<file path="src/rtl/dda_pwr_pkg.sv">
// Shared definitions for the DDA power sequencer: state encodings and widths.
// Optional retry behaviour is selected in the top by the DDA_PWR_RETRY_EN macro.
package dda_pwr_pkg;

    localparam int CNT_W   = 8;
    localparam int STATE_W = 3;

    localparam logic [STATE_W-1:0] ST_OFF     = 3'd0;
    localparam logic [STATE_W-1:0] ST_RAMP    = 3'd1;
    localparam logic [STATE_W-1:0] ST_ON      = 3'd2;
    localparam logic [STATE_W-1:0] ST_HOLDOFF = 3'd3;
    localparam logic [STATE_W-1:0] ST_FAULT   = 3'd4;

    typedef enum logic [STATE_W-1:0] {
        S_OFF     = ST_OFF,
        S_RAMP    = ST_RAMP,
        S_ON      = ST_ON,
        S_HOLDOFF = ST_HOLDOFF,
        S_FAULT   = ST_FAULT
    } state_t;

endpackage

</file>
<file path="src/rtl/dda_pwr_tick_counter.sv">
// Clock-enable gated 8-bit tick counter with synchronous clear and terminal-count flag.
// done_o fires on the tick that would complete the terminal count.
module dda_pwr_tick_counter
    import dda_pwr_pkg::*;
(
    input  logic             clk_i,
    input  logic             rst_i,
    input  logic             ce_i,
    input  logic             clear_i,
    input  logic [CNT_W-1:0] terminal_i,
    output logic             done_o
);

    logic [CNT_W-1:0] count_q;

    // Saturates so long stays in ON/FAULT can never wrap back onto a terminal value.
    always_ff @(posedge clk_i) begin
        if (rst_i || clear_i) begin
            count_q <= '0;
        end else if (ce_i && (count_q != {CNT_W{1'b1}})) begin
            count_q <= count_q + 1'b1;
        end
    end

    assign done_o = ce_i && (count_q == terminal_i);

endmodule

</file>
<file path="src/rtl/dda_power_sequencer.sv">
// DDA power sequencer: min off-time, power ramp with IRS init timeout, loss detection, power cycle.
// Define DDA_PWR_RETRY_EN to retry timed-out ramps up to MAX_RETRY times before faulting.
module dda_power_sequencer
    import dda_pwr_pkg::*;
#(
    parameter     SENSE        = "SLOW",
    parameter int OFF_HOLD     = 10,
    parameter int INIT_TIMEOUT = 100,
    parameter int MAX_RETRY    = 2
) (
    input  logic               clk_i,
    input  logic               rst_i,
    input  logic               slow_ce_i,
    input  logic               micro_ce_i,
    input  logic               power_req_i,
    input  logic               power_cycle_i,
    input  logic               is_init_i,
    output logic               power_o,
    output logic               power_good_o,
    output logic               fault_o,
    output logic [STATE_W-1:0] state_o
);

    localparam bit USE_SLOW = (SENSE == "SLOW");

    state_t           state_q;
    state_t           state_d;
    logic             tick;
    logic             cnt_done;
    logic [CNT_W-1:0] terminal;
    logic             power_q;
    logic             good_q;
    logic             fault_q;

    assign tick     = USE_SLOW ? slow_ce_i : micro_ce_i;
    assign terminal = (state_q == S_HOLDOFF) ? CNT_W'(OFF_HOLD - 1) : CNT_W'(INIT_TIMEOUT - 1);

    dda_pwr_tick_counter u_tick_counter (
        .clk_i      (clk_i),
        .rst_i      (rst_i),
        .ce_i       (tick),
        .clear_i    (state_d != state_q),
        .terminal_i (terminal),
        .done_o     (cnt_done)
    );

`ifdef DDA_PWR_RETRY_EN
    logic [1:0] retry_q;
    logic       retry_ok;
    logic       retry_take;

    assign retry_ok = (retry_q < 2'(MAX_RETRY));

    always_ff @(posedge clk_i) begin
        if (rst_i || !power_req_i || (state_d == S_ON && state_q != S_ON)) begin
            retry_q <= '0;
        end else if (retry_take) begin
            retry_q <= retry_q + 1'b1;
        end
    end
`endif

    always_comb begin
        state_d = state_q;
`ifdef DDA_PWR_RETRY_EN
        retry_take = 1'b0;
`endif
        case (state_q)
            S_OFF: begin
                if (power_req_i) state_d = S_RAMP;
            end
            S_RAMP: begin
                if (!power_req_i) begin
                    state_d = S_HOLDOFF;
                end else if (is_init_i) begin
                    state_d = S_ON;
                end else if (cnt_done) begin
`ifdef DDA_PWR_RETRY_EN
                    if (retry_ok) begin
                        state_d    = S_HOLDOFF;
                        retry_take = 1'b1;
                    end else begin
                        state_d = S_FAULT;
                    end
`else
                    state_d = S_FAULT;
`endif
                end
            end
            S_ON: begin
                if (!power_req_i)      state_d = S_HOLDOFF;
                else if (!is_init_i)   state_d = S_FAULT;
                else if (power_cycle_i) state_d = S_HOLDOFF;
            end
            S_HOLDOFF: begin
                if (cnt_done) state_d = S_OFF;
            end
            S_FAULT: begin
                if (!power_req_i) state_d = S_HOLDOFF;
            end
            default: state_d = S_OFF;
        endcase
    end

    // Outputs are registered from the next-state decode so they line up with state_q.
    always_ff @(posedge clk_i) begin
        if (rst_i) begin
            state_q <= S_OFF;
            power_q <= 1'b0;
            good_q  <= 1'b0;
            fault_q <= 1'b0;
        end else begin
            state_q <= state_d;
            power_q <= (state_d == S_RAMP) || (state_d == S_ON);
            good_q  <= (state_d == S_ON);
            fault_q <= (state_d == S_FAULT);
        end
    end

    assign power_o      = power_q;
    assign power_good_o = good_q;
    assign fault_o      = fault_q;
    assign state_o      = state_q;

endmodule

</file>
<file path="config.mk">
export PLATFORM = sky130hd
export DESIGN_NAME = dda_power_sequencer
export DESIGN_NICKNAME = d
export VERILOG_FILES = /design/src/rtl/dda_pwr_pkg.sv /design/src/rtl/dda_pwr_tick_counter.sv /design/src/rtl/dda_power_sequencer.sv
export SDC_FILE = /design/constraint.sdc
export NUM_CORES = 1
export LEC_CHECK = 0
export ABC_AREA = 1
export CORE_ASPECT_RATIO = 1.2
export CORE_UTILIZATION = 45
export DETAILED_ROUTE_END_ITERATION = 6
export PLACE_DENSITY = 0.7
export SLEW_MARGIN = 10
export SYNTH_ARGS = -nofsm -noshare
export SYNTH_HDL_FRONTEND = slang
export SYNTH_SLANG_ARGS = --single-unit
</file>
<file path="constraint.sdc">
create_clock -name clk_i -period 2 [get_ports clk_i]
set_input_delay 0.2 -clock clk_i [delete_from_list [all_inputs] [get_ports clk_i]]
set_output_delay 0.2 -clock clk_i [all_outputs]
set_load 0.02 [all_outputs]
</file>
==> results of run 1 <==
-- per-stage QoR --
step | power [mW] | utilization (%)
final | 0.720 | 62.0
after floorplan | 0.454 | -
after CTS | 0.733 | 62.0
after detailed placement | 0.529 | 59.6
after global routing | 0.763 | 62.0
after global placement | 0.526 | 59.6
-- path summary, 6_finish.rpt --
check / start / endpoint / slack (ns) / cells past startpoint
max reg2reg: u_tick_counter.count_q[0] / u_tick_counter.count_q[7] / 0.27 / 10
max: u_tick_counter.count_q[0] / u_tick_counter.count_q[7] / 0.27 / 10
min reg2reg: u_tick_counter.count_q[4] / u_tick_counter.count_q[4] / 0.57 / 2
min: rst_i / state_o[0] / 0.55 / 2
-- state kept, by name, summed over array words and instances, names as in the netlist --
signal	count
u_tick_counter.count_q	8
state_o	3
fault_o	1
power_good_o	1
power_o	1
-- final cells by class --
class	count	area (µm²)	area share (%)
clock buffer	4	36.3	3.85
inverter	19	71.3	7.57
multi-input combinational	83	415	44.1
sequential	14	280	29.7
tap	17	21.3	2.26
timing repair buffer	12	118	12.5
-- cells by family (layout without fill, tap and decap cells) --
kind of cell,Yosys count,count (layout),synth area share (%)
AND/OR/NAND/NOR,66,66,37.8
buffers and inverters,19,35,9.30
flip-flops,14,14,36.5
AO/OA/AOI/OAI,10,10,7.83
XOR/XNOR,6,6,6.85
adder cells (fa/ha/maj),1,1,1.63
-- power breakdown --
group / total [mW] / leakage (nW) / switching (mW) / internal [mW]
Clock: 0.199 / 0.0210 / 0.0882 / 0.111
Sequential: 0.315 / 0.114 / 0.0164 / 0.299
Combinational: 0.206 / 0.263 / 0.120 / 0.0860
Total: 0.720 / 0.398 / 0.225 / 0.495
-- cell usage in the layout, fill, tap and decap left out, types with 2 or more instances in the layout --
cell type / instances
inv_1: 18
o21ai_0: 2
nand2_1: 31
clkbuf_4: 3
xnor2_1: 2
dfxtp_1: 14
a21oi_1: 4
nor3_1: 2
nand3_1: 7
nor2_1: 21
nand4_1: 2
clkdlybuf4s50_1: 11
xor2_1: 4
-- layer usage --
layer	vias to the layer above	global-route usage [%]	wire length, µm
met5	-	0	0
met4	0	10.3	22
met3	2	4.27	47
met2	9	34.8	757
met1	315	17.2	650
li1	395	-	-
-- critical path, cell delays in order (launching register included) --
cell and delay, ns:
dfxtp_1 0.35, ha_1 0.22, nand3_1 0.09, nor2_1 0.07
a31oi_2 0.28, nand2_1 0.15, nor2_1 0.24, nand3_1 0.11
nand2_1 0.07, nand2_1 0.04, nor2_1 0.08
==> impl_metrics.env, run 1 <==
export IMPL_status="finished, final reports clean"
export IMPL_crit_type="reg2reg"
export IMPL_gp_congestion=0.742
export IMPL_grt_max_degree=9
export IMPL_dp_slack_ns=0.143
export IMPL_cts_tree="built"
export IMPL_synth_top_cell_by_area="dfxtp_1"
export IMPL_hold_class="in2reg"
export IMPL_finalSetupViolations=0
export IMPL_synth_most_common_cell="nand2_1"
export IMPL_cts_path_max_buffers=2
export IMPL_row_count=15
export IMPL_vias=721
export IMPL_required_ns=2.21
export IMPL_syn_cell_area_um2=767
export IMPL_fillCellCount=156
export IMPL_cts_buffers=3
export IMPL_synth_area_per_cell_um2=6.61
export IMPL_synth_area_leaders="dfxtp_1 37%, nand2_1 15%, nor2_1 10%, inv_1 8.8%, nand3_1 4.6%"
export IMPL_h_tree_depth=1
export IMPL_synth_ff_type="dfxtp_1"
export IMPL_drv_slew=0
export IMPL_final_hold_viol_count=0
export IMPL_synth_edf_count=0
export IMPL_totalWireLength_mm=1.48
export IMPL_stdcell_area_um2=942
export IMPL_place_hpwl_mm=1.15
export IMPL_cap_violations=0
export IMPL_route_detailed_drc=0
export IMPL_fmax_mhz=578
export IMPL_grt_pass1_vias=620
export IMPL_synthTopCellsByCount="31 x nand2_1, 21 x nor2_1, 18 x inv_1, 14 x dfxtp_1, 7 x nand3_1"
export IMPL_place_area_um2=906
export IMPL_placeableCoreArea_mm2=0.00152
export IMPL_post_route_period_util_pct=86.6
export IMPL_num_antenna_cells=0
export IMPL_dieArea_mm2=0.00187
export IMPL_fin_crit_ns=1.73
export IMPL_ios=13
export IMPL_ant_nets=0
export IMPL_fin_setup_tns_ns=0
export IMPL_p_leak_nw=0.398
export IMPL_seq_area_frac_synth_pct=36.5
export IMPL_grtUsageTotal_pct=18.2
export IMPL_synth_cell_types=20
export IMPL_grt_pass1_wl_mm=2.28
export IMPL_drive_gt1_share_pct=7.58
export IMPL_clk_latency_ns=0.27
export IMPL_antenna_found_initial=0
export IMPL_initial_utilization_pct=50.5
export IMPL_first_iter_violations=13
export IMPL_fin_skew_ns=0.00203
export IMPL_avgRoutedWirePerCell_um=9.92
export IMPL_worst_pin_slew_ns=0.337
export IMPL_die_w_um=39.7
export IMPL_cts_resized=0
export IMPL_p_per_area_mw_per_mm2=764
export IMPL_grt_ovfl_total=0
export IMPL_die_height_um=47.2
export IMPL_cts_hold_buf=0
export IMPL_nets=141
export IMPL_syn_nets=124
export IMPL_vias_per_cell=4.84
export IMPL_area_delta_synth_final_pct=22.8
export IMPL_rsz0062_at_grt="false"
export IMPL_yosys_register_bits=14
export IMPL_dp_cells=145
export IMPL_synthArstFlopShare_pct=0
export IMPL_crit_path_end_kind="register"
export IMPL_synth_top_area_share_pct=36.5
export IMPL_whs_ns=0.551
export IMPL_portBuffers=11
export IMPL_layout_setup_ws_ns=0.269
export IMPL_max_slew_margin_rel_pct=77.5
export IMPL_cts_sinks=14
export IMPL_worstPathMaxFanout=6
export IMPL_yosys_warnings=0
export IMPL_post_cts_repair_setup_buffers=0
export IMPL_ctsRootBufferMaster="clkbuf_4"
export IMPL_crit_path_start_kind="register"
export IMPL_crit_arrival_ns=1.95
export IMPL_ir_drop_uv=443
export IMPL_synth_cells=116
export IMPL_first_pass_iters=4
export IMPL_instances_no_fill=149
export IMPL_clkSlewWorstSetupHoldPaths_ns=0.08
Note: power is estimated with default switching activity, not from simulation.
==> run 2, diff against run 1 <==
--- a/config.mk
+++ b/config.mk
@@ -6,7 +6,7 @@
 export NUM_CORES = 1
 export LEC_CHECK = 0
 export ABC_AREA = 1
-export CORE_ASPECT_RATIO = 1.2
+export CORE_MARGIN = 2
 export CORE_UTILIZATION = 45
 export DETAILED_ROUTE_END_ITERATION = 6
 export PLACE_DENSITY = 0.7
==> impl_metrics.env, run 2 (synthesized netlist as in run 1, its figures left out) <==
export IMPL_status="finished, final reports clean"
export IMPL_place_area_um2=905
export IMPL_h_tree_depth=1
export IMPL_grt_pass1_wl_mm=2.74
export IMPL_largest_reg_flops=8
export IMPL_cts_path_max_buffers=2
export IMPL_crit_slowest_cell="dfxtp_1"
export IMPL_ctsRootBufferMaster="clkbuf_4"
export IMPL_rsz0062_at_grt="false"
export IMPL_crit_type="reg2reg"
export IMPL_cap_violations=0
export IMPL_crit_arrival_ns=1.93
export IMPL_post_route_period_util_pct=85.6
export IMPL_area_delta_synth_final_pct=20.9
export IMPL_grt_pass1_vias=715
export IMPL_p_per_area_mw_per_mm2=733
export IMPL_layout_common_cells="31 x nand2_1, 21 x nor2_1, 18 x inv_1"
export IMPL_fin_crit_ns=1.71
export IMPL_vias=737
export IMPL_row_count=14
export IMPL_cts_tree="built"
export IMPL_layout_commonest_cell="nand2_1"
export IMPL_gp_congestion=0.878
export IMPL_fin_skew_ns=0.00321
export IMPL_ant_nets=0
export IMPL_required_ns=2.22
export IMPL_worstPathMaxFanout=6
export IMPL_portBuffers=11
export IMPL_fillCellCount=164
export IMPL_drive_gt1_share_pct=6.87
export IMPL_placeableCoreArea_mm2=0.00156
export IMPL_dieArea_mm2=0.00205
export IMPL_crit_path_end_kind="register"
export IMPL_fmax_mhz=584
export IMPL_antenna_found_initial=0
export IMPL_drv_slew=0
export IMPL_hold_class="in2reg"
export IMPL_ios=13
export IMPL_stdcell_area_um2=927
export IMPL_max_slew_margin_rel_pct=79.5
export IMPL_grtUsageTotal_pct=18.5
export IMPL_totalWireLength_mm=1.51
export IMPL_die_height_um=45.3
export IMPL_cp_slowest_stage_delay_ns=0.35
export IMPL_avgRoutedWirePerCell_um=10.3
export IMPL_dp_slack_ns=0.166
export IMPL_grt_ovfl_total=0
export IMPL_crit_path_start_kind="register"
export IMPL_vias_per_cell=5.01
export IMPL_post_layout_total_power_uw=680
export IMPL_cts_resized=0
export IMPL_ir_drop_uv=465
export IMPL_post_cts_repair_setup_buffers=0
export IMPL_num_antenna_cells=0
export IMPL_final_hold_viol_count=0
export IMPL_crit_chain="ha_1 -> nand3_1 -> nor2_1 -> a31oi_2 -> nand2_1 -> nor2_1 -> nand3_1 -> nand2_1 -> nand2_1 -> nor2_1"
export IMPL_ff2ff_setup_slack_ns=0.29
export IMPL_initial_utilization_pct=49.2
export IMPL_cts_buffers=3
export IMPL_first_pass_iters=4
export IMPL_cts_sinks=14
export IMPL_worst_pin_slew_ns=0.307
export IMPL_route_detailed_drc=0
export IMPL_place_hpwl_mm=1.21
export IMPL_layout_setup_ws_ns=0.288
export IMPL_nets=141
export IMPL_clkSlewWorstSetupHoldPaths_ns=0.08
export IMPL_first_iter_violations=9
export IMPL_cts_hold_buf=0
export IMPL_fin_setup_tns_ns=0
export IMPL_clk_latency_ns=0.28
export IMPL_finalSetupViolations=0
export IMPL_top_register="u_tick_counter.count_q"
export IMPL_grt_max_degree=9
export IMPL_die_w_um=45.3
export IMPL_p_leak_nw=0.391
run 2: changes by cell type in the layout (fill, tap and decap cells not counted), sizes merged:
| cell | before | now |
|---|---|---|
| clkbuf | 4 | 3 |
run 2: area by class of cell:
type,count,area (µm²),share of cell area [%]
clock buffer,3,22.5,2.43
multi-input combinational,83,415,44.8
sequential,14,280,30.2
timing repair buffer,12,118,12.7
inverter,19,71.3,7.69
tap,16,20.0,2.16
run 2: routing by layer:
layer | routed length, µm | global-route usage, % | up-vias
li1 | - | - | 397
met1 | 691 | 21.0 | 324
met2 | 743 | 32.6 | 11
met3 | 39 | 2.40 | 5
met4 | 38 | 11.2 | 0
met5 | 0 | 0 | -
run 2: worst paths after layout:
path	endpoint	startpoint	cells after the start
min reg2reg	u_tick_counter.count_q[7]	u_tick_counter.count_q[7]	4
max reg2reg	u_tick_counter.count_q[7]	u_tick_counter.count_q[0]	10
min	state_o[2]	rst_i	2
max	u_tick_counter.count_q[7]	u_tick_counter.count_q[0]	10
run 2: critical path, delay by kind of cell (launching register included):
kind | cells | cell delay, ns
AOI/OAI and AO/OA | 1 | 0.25
adders and majority gates | 1 | 0.23
DFF | 1 | 0.35
and+or+nand+nor | 8 | 0.82
run 2: stage by stage:
stage | std cells | util, % | hold slack (ns)
after floorplan | 116 | - | 0.272
after global placement | 144 | 58.0 | 0.556
after detailed placement | 144 | 58.0 | 0.562
after CTS | 147 | 59.5 | 0.559
after global routing | 147 | 59.5 | 0.624
final | 147 | 59.5 | 0.553
run 2: report_power, final:
part | switching [mW] | internal [mW]
clock network | 0.0882 | 0.0699
registers | 0.0165 | 0.299
logic | 0.121 | 0.0860
==> run 3, diff against run 2 <==
--- a/config.mk
+++ b/config.mk
@@ -8,6 +8,7 @@
 export ABC_AREA = 1
 export CORE_MARGIN = 2
 export CORE_UTILIZATION = 45
+export CTS_BUF_LIST = sky130_fd_sc_hd__clkbuf_2 sky130_fd_sc_hd__clkbuf_4 sky130_fd_sc_hd__clkbuf_8
 export DETAILED_ROUTE_END_ITERATION = 6
 export PLACE_DENSITY = 0.7
 export SLEW_MARGIN = 10
==> results of run 3 <==
Same layout as run 2: the final DEF is identical, and so are final timing and power.
